==> config.mk <==
export PLATFORM = sky130hd
export DESIGN_NAME = ssd_scan_mux
export DESIGN_NICKNAME = d
export VERILOG_FILES = /design/src/rtl/ssd_pkg.sv /design/src/rtl/ssd_refresh_tick.sv /design/src/rtl/ssd_scan_mux.sv
export SDC_FILE = /design/constraint.sdc
export NUM_CORES = 1
export LEC_CHECK = 0
export ABC_AREA = 1
export BUFFER_PORTS_ARGS = -buffer_cell sky130_fd_sc_hd__buf_2
export CAP_MARGIN = 20
export CELL_PAD_IN_SITES_DETAIL_PLACEMENT = 0
export CELL_PAD_IN_SITES_GLOBAL_PLACEMENT = 1
export CORE_MARGIN = 10
export CORE_UTILIZATION = 45
export DETAILED_ROUTE_END_ITERATION = 12
export GPL_TIMING_DRIVEN = 0
export PLACE_DENSITY_LB_ADDON = 0.05
export SKIP_CTS_REPAIR_TIMING = 1
export SLEW_MARGIN = 20
export SYNTH_ARGS = -nofsm -noshare
export SYNTH_HDL_FRONTEND = slang
export SYNTH_SLANG_ARGS = --single-unit
==> constraint.sdc <==
create_clock -name clk -period 3.1 [get_ports clk]
set_input_delay 0.62 -clock clk [delete_from_list [all_inputs] [get_ports clk]]
set_output_delay 0.62 -clock clk [all_outputs]
set_load 0.005 [all_outputs]
==> src/rtl/ssd_pkg.sv <==
// ssd_pkg: shared definitions for the seven-segment display scan path.
//   SSD_NUM_DIGITS : number of anodes on the display
//   SSD_CTRL_OFF   : active-low enable pattern with every digit dark
//   ssd_idx_t      : 2-bit digit index (digit 0 = least significant)
//   ssd_ctrl_sel() : one-hot-low anode enable for a digit index
package ssd_pkg;

  localparam int SSD_NUM_DIGITS = 4;
  localparam logic [SSD_NUM_DIGITS-1:0] SSD_CTRL_OFF = 4'b1111;

  typedef logic [1:0] ssd_idx_t;

  // Bit k low lights digit k; all other anodes stay off.
  function automatic logic [SSD_NUM_DIGITS-1:0] ssd_ctrl_sel(input ssd_idx_t idx);
    return ~(4'b0001 << idx);
  endfunction

endpackage

==> src/rtl/ssd_refresh_tick.sv <==
// ssd_refresh_tick: free-running prescaler producing a one-cycle tick every
// REFRESH_DIV clocks.
//   clk   in  system clock
//   rst_n in  asynchronous active-low reset (prescaler returns to 0)
//   tick  out high during the last count of each REFRESH_DIV-cycle period
module ssd_refresh_tick #(
  parameter int REFRESH_DIV = 100000
) (
  input  logic clk,
  input  logic rst_n,
  output logic tick
);

  // With REFRESH_DIV = 1 the counter is a single bit pinned at 0, so the
  // compare below is permanently true and tick fires every cycle.
  localparam int CNT_W = (REFRESH_DIV > 1) ? $clog2(REFRESH_DIV) : 1;
  localparam logic [CNT_W-1:0] CNT_LAST = CNT_W'(REFRESH_DIV - 1);

  logic [CNT_W-1:0] cnt_reg;
  logic [CNT_W-1:0] cnt_next;

  assign tick     = (cnt_reg == CNT_LAST);
  assign cnt_next = tick ? '0 : cnt_reg + 1'b1;

  always_ff @(posedge clk or negedge rst_n) begin
    if (!rst_n) begin
      cnt_reg <= '0;
    end else begin
      cnt_reg <= cnt_next;
    end
  end

endmodule

==> src/rtl/ssd_scan_mux.sv <==
// ssd_scan_mux: time-multiplexes a 4-digit BCD word onto one BCD nibble and
// drives the matching active-low anode enables. The word is latched into a
// shadow register once per frame so a frame is never torn.
//   clk        in  system clock
//   rst_n      in  asynchronous active-low reset
//   digits_in  in  [15:12] digit 3 (MSD) .. [3:0] digit 0
//   blank_lz   in  1 = suppress leading zeros
//   bcd_out    out BCD nibble of the digit currently lit
//   ctrl       out one-hot-low anode enable, 4'b1111 when dark
//   frame_done out one-cycle pulse when a new frame word is captured
module ssd_scan_mux
  import ssd_pkg::*;
#(
  parameter int REFRESH_DIV = 100000
) (
  input  logic        clk,
  input  logic        rst_n,
  input  logic [15:0] digits_in,
  input  logic        blank_lz,
  output logic [3:0]  bcd_out,
  output logic [3:0]  ctrl,
  output logic        frame_done
);

  logic tick;

  ssd_refresh_tick #(
    .REFRESH_DIV(REFRESH_DIV)
  ) u_tick (
    .clk  (clk),
    .rst_n(rst_n),
    .tick (tick)
  );

  ssd_idx_t                  idx_reg;
  ssd_idx_t                  idx_next;
  logic [15:0]               shadow_word_reg;
  logic                      shadow_blank_reg;
  logic [3:0]                bcd_reg;
  logic [SSD_NUM_DIGITS-1:0] ctrl_reg;
  logic                      frame_done_reg;

  logic                      capture;
  logic [15:0]               word_sel;
  logic                      blank_sel;
  logic [3:0]                word_digit [SSD_NUM_DIGITS];
  logic [SSD_NUM_DIGITS-1:0] digit_blanked;

  assign idx_next = idx_reg + 2'd1;

  // The 3->0 transition starts a frame. The update on that same edge must
  // show the freshly captured word, so the display path reads digits_in
  // directly instead of the shadow that is only being written now.
  assign capture   = tick && (idx_reg == 2'd3);
  assign word_sel  = capture ? digits_in : shadow_word_reg;
  assign blank_sel = capture ? blank_lz  : shadow_blank_reg;

  // A digit is a leading zero when it and every digit above it are zero.
  // Digit 0 is never blanked so an all-zero word still shows "0".
  // Nibbles A-F are non-zero and stop the chain.
  genvar gi;
  generate
    for (gi = 0; gi < SSD_NUM_DIGITS; gi++) begin : g_digit
      assign word_digit[gi] = word_sel[gi*4 +: 4];
      if (gi == 0) begin : g_lsd
        assign digit_blanked[gi] = 1'b0;
      end else if (gi == SSD_NUM_DIGITS - 1) begin : g_msd
        assign digit_blanked[gi] = blank_sel && (word_digit[gi] == 4'h0);
      end else begin : g_mid
        assign digit_blanked[gi] = digit_blanked[gi+1] && (word_digit[gi] == 4'h0);
      end
    end
  endgenerate

  always_ff @(posedge clk or negedge rst_n) begin
    if (!rst_n) begin
      idx_reg          <= 2'd3;
      shadow_word_reg  <= 16'h0000;
      shadow_blank_reg <= 1'b0;
      bcd_reg          <= 4'h0;
      ctrl_reg         <= SSD_CTRL_OFF;
      frame_done_reg   <= 1'b0;
    end else begin
      frame_done_reg <= capture;
      if (tick) begin
        idx_reg  <= idx_next;
        // bcd carries the value even when the anode is dark.
        bcd_reg  <= word_digit[idx_next];
        ctrl_reg <= digit_blanked[idx_next] ? SSD_CTRL_OFF : ssd_ctrl_sel(idx_next);
      end
      if (capture) begin
        shadow_word_reg  <= digits_in;
        shadow_blank_reg <= blank_lz;
      end
    end
  end

  assign bcd_out    = bcd_reg;
  assign ctrl       = ctrl_reg;
  assign frame_done = frame_done_reg;

endmodule

==> results of run 1 <==
## synthesized netlist by cell type, types with 4 or more instances
cell type | instances | area [µm²]
nand2_1 | 57 | 214.0
inv_1 | 41 | 153.9
dfrtp_1 | 39 | 975.9
nor2_1 | 34 | 127.6
a21oi_1 | 12 | 60.06
inv_2 | 10 | 37.54
nand3_1 | 9 | 45.04
nand4_1 | 9 | 56.30
o21ai_0 | 7 | 35.03
dfstp_2 | 6 | 157.7
o21ai_1 | 6 | 30.03
ha_1 | 5 | 62.56
xor2_1 | 5 | 43.79
o211ai_1 | 4 | 30.03
## worst register-to-register path, stage by stage (launching register included)
cell	delay (ns)
dfrtp_1	0.39
ha_1	0.22
nand3_2	0.16
nor2_2	0.31
nand2_1	0.15
clkbuf_1	0.30
a211oi_1	0.37
a21oi_1	0.12
## cell families (layout without fill, tap and decap cells)
group,count (synthesis),in the layout,share of synthesized area (%)
AND/OR/NAND/NOR,128,128,26.56
XOR/XNOR,5,5,1.878
AO/OA/AOI/OAI,39,39,10.09
flip-flops,45,45,48.61
buffers and inverters,57,93,10.19
adder cells (fa/ha/maj),5,5,2.682
## power groups by stage
stage	sequential [mW]	clock (mW)	combinational [mW]
5_1_grt	0.587	0.396	0.0303
3_3_place_gp	0.598	0	0.0250
6_report	0.587	0.362	0.0264
2_1_floorplan	0.598	0	0.000511
3_5_place_dp	0.598	0	0.0247
4_1_cts	0.587	0.375	0.0247
## worst paths after layout
path,startpoint,to,slack (ns)
worst max-delay path,u_tick.cnt_reg[0],bcd_out[3],0.95
worst min-delay path,rst_n,u_tick.cnt_reg[11],0.21
worst max register to register,u_tick.cnt_reg[0],bcd_out[3],0.95
worst min register to register,shadow_word_reg[5],shadow_word_reg[5],0.48
max in group asynchronous,rst_n,ctrl[0],2.34
min in group clk,shadow_word_reg[5],shadow_word_reg[5],0.48
## final cells by class
type / count / area (µm²) / share of cell area (%)
Sequential cell: 45 / 1134 / 42.66
Inverter: 53 / 212.7 / 8.004
Clock inverter: 2 / 10.01 / 0.3766
Multi-Input combinational cell: 177 / 960.9 / 36.16
Buffer: 4 / 25.02 / 0.9416
Timing Repair Buffer: 28 / 155.1 / 5.838
Clock buffer: 6 / 72.57 / 2.731
Tap cell: 70 / 87.58 / 3.296
## metal layers
| layer | track usage [%] | part of all wire (%) | wire, µm | vias up |
|---|---|---|---|---|
| li1 | - | - | - | 954 |
| met1 | 18.74 | 54 | 2744 | 810 |
| met2 | 16.71 | 40 | 2015 | 29 |
| met3 | 4.075 | 5.2 | 264 | 8 |
| met4 | 4.113 | 1.5 | 75 | 0 |
| met5 | 0 | 0 | 0 | - |
## per-stage QoR
step	util (%)	hold slack, ns
finish	52.37	0.2120
global route	52.37	0.2260
CTS	51.97	0.4854
detailed placement	50.35	0.4643
global placement	50.35	0.4522
floorplan	-	0.3244
==> results.tsv, run 1 <==
metric	value	unit
maximum clock frequency	465.5	MHz
commonest non-fill, non-tap cells in the layout	nand2_1 (57), inv_1 (41), dfrtp_1 (39)	
syn nets	303	
Antenna diodes	0	
vias per cell	4.678	
Synth Register Bits	45	
vias in the first global route	1775	
clock sink count	45	
HPWL after DPL	3753	µm
Final period util	69.30	%
max cap viols	0	
Num CTS Buffers	5	
drt wl/cell	13.25	µm
Initial Util	45.96	%
largest net degree at the start of global routing	46	
Tot GR Track Use	12.66	%
Peak VDD IR	0.1838	mV
Post-Syn Area	0.002332	mm²
pwr dens	367.0	mW/mm²
worst rel slew slack	62.11	%
placed cell areas	0.002555	mm²
P&R area growth vs syn	13.95	%
setup_tns	0	ns
Clock Latency Late Sink	0.30	ns
RSZ-0062 raised after global routing	false	
Synth cell types	37	
Clock transition at path regs	0.09	ns
CTS Root Cell	clkbuf_8	
fill count	535	
initial antenna violation count	0	
Core Box Area	0.005075	mm²
grt total ovfl	0	
Mapped Cells	279	
Site Rows	26	
First DRT Iteration DRCs	98	
Int Power	0.7541	mW
CP required	3.28	ns
dpl ws	0.9564	ns
# setup viols final	0	
final hold viol count	0	
DR pass1 iterations	4	
DRC viols	0	
Reg power frac	60.2	%
most common cell after layout, fill and taps aside	nand2_1	
fraction of layout cells with a size suffix above 1	22.86	%
die area	0.008462	mm²
Hold/Removal Path Class	primary input to async pin	
final wirelength	5100	µm
crit path capture type	register	
YS warnings	0	
Crit path buffers/inverters	1	
Top delay family on crit path	simple AND/OR/NAND/NOR gates	
dominant synthesized flop cell	dfrtp_1	
skew final	0.006883	ns
share of flip-flops with an asynchronous set or reset	100.0	%
outcome	completed	
non-filler cells, final	385	
maximum clock path buffer count	2	
switching share of power	22.67	%
Seq/Total Area, Yosys	48.61	%
NumNets Final	338	
CP Depth	7	
Post-synth EDFFs	0	
io pins	28	
Critical Path AT	2.33	ns
Avg Cell Area, Syn	8.359	µm²
R2R cell count	7	
Clock power frac	37.1	%
GPL Wtd Cong	0.8364	
CP Launch Type	register	
Die Width	91.99	µm
CP Max Fanout	10	
crit path cell chain	ha_1 > nand3_2 > nor2_2 > nand2_1 > clkbuf_1 > a211oi_1 > a21oi_1	
Worst Slack Setup Final	0.9518	ns
final instance area	0.002658	mm²
fin. max-slew vios	0	
Tmin final	2.148	ns
Port Buffers	27	
Largest register FFs	17	
Inst Count DP	376	
H-Tree Depth	2	
combinational power share	2.7	%
NetSw	0.2211	mW
Worst path slowest cell	dfrtp_1	
remaining antenna violation count	0	
DIE HEIGHT	91.99	µm
first-pass GRT wire length	8728	µm
total power	0.9753	mW
measured slew at the worst slew-check pin	0.5684	ns
P_leak	1.418	nW
via count	1801	
critical path class	register to register	
CTS tree	done	
max incr delay on CP	0.39	ns
No activity file was read; power rests on OpenSTA's default activity.
==> inputs of run 2 (changes only) <==
- ABC_AREA: 1 -> 0
- clock period: 3.1 -> 2.2 ns (I/O delays scaled with it)
==> run 2 against run 1 <==
Synthesized cell count is 19% lower. Critical path type unchanged. The flow now finishes with violations (negative setup slack). Combinational power is 130% higher. Sequential power is 43% higher. Setup slack worse by 1.0 ns. Sequential share of layout area is 0.77 points lower. Power is 45% higher. Clock power is 41% higher. Non-clock buffer count is 10 higher.
==> results.tsv, run 2 <==
metric	value	unit	change
outcome	finished, violations left		was completed
failing checks	negative setup slack		
Top Usage Layer GRT	met1		unchanged
max incr delay on CP	0.57	ns	was 0.39 ns
Post-synth EDFFs	0		unchanged
Synth cell types	42		was 37
YS warnings	0		unchanged
Mapped Cells	226		was 279
P&R area growth vs syn	17.94	%	was 13.95%
pwr dens	521.6	mW/mm²	was 367.0 mW/mm²
CP Max Fanout	6		was 10
vias per cell	5.222		was 4.678
skew final	0.003073	ns	was 0.006883 ns
First DRT Iteration DRCs	115		was 98
share of flip-flops with an asynchronous set or reset	100.0	%	unchanged
Post-Syn Area	0.002295	mm²	was 0.002332 mm²
fraction of layout cells with a size suffix above 1	28.95	%	was 22.86%
CP Launch Type	register		unchanged
most common cell after layout, fill and taps aside	dfrtp_1		was nand2_1
final wirelength	5036	µm	was 5100 µm
Core Box Area	0.004817	mm²	was 0.005075 mm²
Antenna diodes	0		unchanged
clock sink count	45		unchanged
Synth Register Bits	45		unchanged
fin. max-slew vios	0		unchanged
GPL Wtd Cong	0.8164		was 0.8364
remaining antenna violation count	0		unchanged
die area	0.008356	mm²	was 0.008462 mm²
Avg Cell Area, Syn	10.15	µm²	was 8.359 µm²
Largest register FFs	17		unchanged
Crit path buffers/inverters	1		unchanged
Top delay family on crit path	simple AND/OR/NAND/NOR gates		unchanged
crit path cell chain	or4b_4 > nor4_4 > nand2_2 > buf_8 > mux4_2 > o211ai_2		was ha_1 > nand3_2 > nor2_2 > nand2_1 > clkbuf_1 > a211oi_1 > a21oi_1
grt total ovfl	0		unchanged
maximum clock frequency	436.4	MHz	was 465.5 MHz
critical path class	register to register		unchanged
vias in the first global route	1723		was 1775
post-synth top area cell	dfrtp_1		unchanged
Worst Slack Setup Final	-0.09163	ns	was 0.9518 ns
syn nets	250		was 303
Worst path slowest cell	or4b_4		was dfrtp_1
Peak VDD IR	0.3424	mV	was 0.1838 mV
dominant synthesized flop cell	dfrtp_1		unchanged
Initial Util	47.64	%	was 45.96%
Num CTS Buffers	5		unchanged
CTS tree	done		unchanged
largest net degree at the start of global routing	46		unchanged
synth top area cells	dfrtp_1 (43%), dfstp_2 (6.9%), nand2_1 (5.9%)		was dfrtp_1 (42%), nand2_1 (9.2%), dfstp_2 (6.8%)
CP required	2.42	ns	was 3.28 ns
GR Util met3	3.704	%	was 4.075%
Final period util	104.2	%	was 69.30%
crit path capture type	register		unchanged
Tot GR Track Use	12.26	%	was 12.66%
Layout Utilization	56.18	%	was 52.37%
RSZ-0062 raised after global routing	true		was false
Clock Latency Late Sink	0.29	ns	was 0.30 ns
commonest non-fill, non-tap cells in the layout	dfrtp_1 (39), nand2_1 (36), buf_2 (30)		was nand2_1 (57), inv_1 (41), dfrtp_1 (39)
met2 Use GR	17.06	%	was 16.71%
NumNets Final	289		was 338
Tmin final	2.292	ns	was 2.148 ns
setup_tns	-0.4403	ns	was 0 ns
measured slew at the worst slew-check pin	0.5674	ns	was 0.5684 ns
io pins	28		unchanged
CTS Root Cell	clkbuf_8		unchanged
Hold/Removal Path Class	primary input to async pin		unchanged
final hold viol count	0		unchanged
top-count cell post-synth	dfrtp_1		was nand2_1
DR pass1 iterations	4		unchanged
drt wl/cell	15.12	µm	was 13.25 µm
Clock transition at path regs	0.09	ns	about the same
Site Rows	25		was 26
Commonest cells post-synth	dfrtp_1 (39), nand2_1 (36), inv_1 (22), o21ai_0 (14), nor2_1 (12)		was nand2_1 (57), inv_1 (41), dfrtp_1 (39), nor2_1 (34), a21oi_1 (12)
DIE HEIGHT	91.41	µm	was 91.99 µm
Seq/Total Area, Yosys	49.40	%	was 48.61%
via count	1739		was 1801
P_leak	1.286	nW	was 1.418 nW
# setup viols final	7		was 0
maximum clock path buffer count	2		unchanged
Die Width	91.41	µm	was 91.99 µm
share of the synthesized area in the top cell type	42.53	%	was 41.85%
DRC viols	0		unchanged
HPWL after DPL	3677	µm	was 3753 µm
Port Buffers	27		unchanged
H-Tree Depth	2		unchanged
first-pass GRT wire length	8438	µm	was 8728 µm
global-route met1 utilization	17.98	%	was 18.74%
initial antenna violation count	0		unchanged
Critical Path AT	2.52	ns	was 2.33 ns
max cap viols	0		unchanged
worst rel slew slack	62.17	%	was 62.11%
## run 2: cell count changes after synthesis, sizes merged, moves of 6 or more
cell | before | now
nand3 | 13 | 6
nor2 | 37 | 12
clkbuf | 1 | 7
xnor2 | 0 | 10
inv | 51 | 22
nand2 | 60 | 37
mux2 | 0 | 9
a21oi | 12 | 1
## run 2: worst register-to-register path, delay by kind of cell, from the launching register on
kind | cells | cell delay (ns)
AOI/OAI and AO/OA | 1 | 0.14
buffers and inverters | 1 | 0.16
muxes | 1 | 0.44
DFF | 1 | 0.41
and+or+nand+nor | 3 | 1.08
## run 2: layout make-up
cell class	instances	area, µm²
timing repair buffer	33	182.7
tap	67	83.83
clock inverter	2	15.01
sequential	45	1134
clock buffer	6	72.57
inverter	22	82.58
multi-input combinational	149	1082
fill	466	2111
buffer	9	53.80
## run 2: power breakdown
group	leakage, nW	internal, mW	total (mW)	switching [mW]
Combinational	0.739	0.0251	0.0596	0.0344
Sequential	0.509	0.835	0.841	0.00560
Clock	0.0374	0.224	0.511	0.287
## run 2: through the flow
| step | instance area, µm² | power (mW) | cells | hold slack (ns) | worst slack (ns) |
|---|---|---|---|---|---|
| after floorplan | 2295 | 0.8745 | 226 | 0.1444 | 0.03090 |
| after global placement | 2514 | 0.9168 | 320 | 0.4646 | -0.2988 |
| after CTS | 2601 | 1.432 | 328 | 0.3411 | -0.3141 |
| final | 2706 | 1.412 | 333 | 0.1175 | -0.09163 |
| after detailed placement | 2514 | 0.9171 | 320 | 0.4671 | -0.2910 |
| after global routing | 2706 | 1.482 | 333 | 0.1662 | -0.1897 |
## run 2: cells by family after synthesis
kind of cell	Yosys count	share of synthesized area [%]
compound gates	37	10.96
xor+xnor	14	5.343
fa+ha+maj	5	2.726
buf+inv	32	5.670
flops	45	49.40
mux	13	8.342
simple gates	80	17.56
## run 2: path summary, 6_finish.rpt
check | endpoint | cells after the start | start | slack (ns)
min in group clk | shadow_blank_reg | 2 | blank_lz | 0.39
worst max register to register | bcd_out[3] | 6 | u_tick.cnt_reg[13] | -0.09
worst min register to register | bcd_out[0] | 2 | bcd_out[0] | 0.49
worst min-delay path | bcd_out[1] | 1 | rst_n | 0.12
max in group asynchronous | ctrl[3] | 1 | rst_n | 1.67
worst max-delay path | bcd_out[3] | 6 | u_tick.cnt_reg[13] | -0.09
## run 2: metal layers
| layer | share of wire (%) | vias to the layer above |
|---|---|---|
| li1 | - | 867 |
| met1 | 53 | 822 |
| met2 | 41 | 48 |
| met3 | 5.1 | 2 |
| met4 | 0.26 | 0 |
| met5 | 0 | - |
==> inputs of run 3 (changes only) <==
- ABC_AREA: 0 -> 1
- CORE_UTILIZATION: 45 -> 43
==> run 3 against run 2 <==
The flow now finishes without violations. Highest routed layer unchanged. Cell count is 17% higher. Count of clock-buffer cells in the layout is 2 higher. Largest power group unchanged. Sequential share of layout area is 0.25 points lower. Hold slack better by 0.18 ns. Fmax is 13% higher. Core utilization is 3.5 points lower. Sequential power is 2% lower. Global-route usage hardly changed.
==> results.tsv, run 3 (synthesized netlist as in run 1, its figures left out) <==
metric	value	unit	change
outcome	completed		was finished, violations left
Antenna diodes	0		unchanged
fill count	537		was 466
Num CTS Buffers	5		unchanged
NumNets Final	342		was 289
H-Tree Depth	2		unchanged
first-pass GRT wire length	8618	µm	was 8438 µm
drt wl/cell	13.51	µm	was 15.12 µm
maximum clock path buffer count	2		unchanged
max cap viols	0		unchanged
Initial Util	45.09	%	was 47.64%
maximum clock frequency	491.9	MHz	was 436.4 MHz
measured slew at the worst slew-check pin	1.000	ns	was 0.5674 ns
largest net degree at the start of global routing	46		unchanged
DR pass1 iterations	4		unchanged
most common cell after layout, fill and taps aside	nand2_1		was dfrtp_1
CP Launch Type	register		unchanged
Core Box Area	0.005172	mm²	was 0.004817 mm²
clock sink count	45		unchanged
Tmin final	2.033	ns	was 2.292 ns
Setup crit end	ctrl[2]		was bcd_out[3]
skew final	0.006686	ns	was 0.003073 ns
DR top layer	met4		unchanged
Crit. Startpoint	u_tick.cnt_reg[1]		was u_tick.cnt_reg[13]
fraction of layout cells with a size suffix above 1	24.76	%	was 28.95%
fin. max-slew vios	0		unchanged
Critical Path AT	2.26	ns	was 2.52 ns
remaining antenna violation count	0		unchanged
die area	0.008769	mm²	was 0.008356 mm²
Hold Slack	0.2967	ns	was 0.1175 ns
commonest non-fill, non-tap cells in the layout	nand2_1 (57), inv_1 (41), dfrtp_1 (39)		was dfrtp_1 (39), nand2_1 (36), buf_2 (30)
met2 routed WL	2252	µm	was 2088 µm
Largest register FFs	17		unchanged
Hold/Removal Path Class	primary input to async pin		unchanged
Detail Route met3 WL	243	µm	was 256 µm
GPL Wtd Cong	0.8144		was 0.8164
multi-input logic area	0.001005	mm²	was 0.001082 mm²
HPWL after DPL	3909	µm	was 3677 µm
First DRT Iteration DRCs	134		was 115
CTS Root Cell	clkbuf_8		unchanged
P&R area growth vs syn	16.74	%	was 17.94%
final wirelength	5255	µm	was 5036 µm
initial antenna violation count	0		unchanged
CP Max Fanout	5		was 6
Site Rows	26		was 25
Peak VDD IR	0.2908	mV	was 0.3424 mV
DIE HEIGHT	93.65	µm	was 91.41 µm
Tot GR Track Use	12.25	%	was 12.26%
Clock Latency Late Sink	0.30	ns	was 0.29 ns
Clock transition at path regs	0.08	ns	was 0.09 ns
Port Buffers	27		unchanged
Final period util	92.41	%	was 104.2%
pwr dens	507.6	mW/mm²	was 521.6 mW/mm²
RSZ-0062 raised after global routing	true		unchanged
RR Endpoint	ctrl[2]		was bcd_out[3]
# setup viols final	0		was 7
R2R setup slack	0.17	ns	was -0.09 ns
CTS tree	done		unchanged
via count	1872		was 1739
vias per cell	4.812		was 5.222
Die Width	93.65	µm	was 91.41 µm
crit path capture type	register		unchanged
grt total ovfl	0		unchanged
CP required	2.42	ns	about the same
DRC viols	0		unchanged
reg2reg start	u_tick.cnt_reg[1]		was u_tick.cnt_reg[13]
Metal-1 WL	2678	µm	unchanged
critical path class	register to register		unchanged
io pins	28		unchanged
P_leak	1.434	nW	was 1.286 nW
vias in the first global route	1797		was 1723
R2R cell count	11		was 6
final hold viol count	0		unchanged
worst rel slew slack	33.31	%	was 62.17%
sequential cell area	0.001134	mm²	unchanged
setup_tns	0	ns	was -0.4403 ns
run 3: changes by cell type in the layout (fill, tap and decap cells not counted), moves of 4 or more:
cell	delta
nor2_1	+22
nand2_1	+21
inv_1	+19
a21oi_1	+11
inv_2	+10
xnor2_1	-10
mux2_2	-6
a22oi_1	-4
mux4_2	-4
nand3_2	+4
nand4_1	+4
or4_1	-4
run 3: worst min path at each step:
stage / depth (start not counted) / endpoint / slack [ns]
floorplan: 0 / bcd_out[0] / 0.14
finish: 1 / u_tick.cnt_reg[15] / 0.30
global route: 1 / u_tick.cnt_reg[14] / 0.37
CTS: 1 / u_tick.cnt_reg[12] / 0.35
detailed placement: 2 / shadow_word_reg[5] / 0.46
global placement: 2 / shadow_word_reg[5] / 0.45
run 3: routing by layer:
layer  vias to the layer above  global-route usage (%)
met5                         -                       0
met4                         0                   4.937
met3                         9                   3.277
met2                        31                   17.87
met1                       868                   16.74
li1                        964                       -
run 3: power by group:
group | leakage, nW | total, mW | switching (mW) | internal (mW)
clock network | 0.0455 | 0.520 | 0.264 | 0.256
logic | 0.868 | 0.0349 | 0.0233 | 0.0115
registers | 0.520 | 0.827 | 0 | 0.827
run 3: worst max-delay path, cell delays in order (launching register included):
cell	delay, ns
dfrtp_1	0.38
ha_2	0.21
nand3_2	0.15
clkinv_2	0.12
nand3_2	0.08
nor2_4	0.14
nand3_4	0.15
o21ai_4	0.21
nand2_1	0.06
nor2_1	0.15
nand3_2	0.15
a21oi_1	0.16
run 3: layout make-up:
type,count,area share [%]
Timing Repair Buffer,31,6.066
Sequential cell,45,41.64
Buffer,4,1.057
Inverter,53,7.813
Multi-Input combinational cell,178,36.90
Tap cell,70,3.217
Clock buffer,8,3.309
run 3: stage by stage:
stage	instances	setup WS, ns	instance area (µm²)	power, mW	util [%]
final	389	0.1669	2723	1.382	52.64
after global routing	389	-0.02925	2723	1.438	52.64
after CTS	384	0.04527	2645	1.408	51.14
after detailed placement	376	0.06223	2555	0.8782	49.40
after global placement	376	0.09128	2555	0.8782	49.40
after floorplan	279	0.3909	2332	0.8439	-
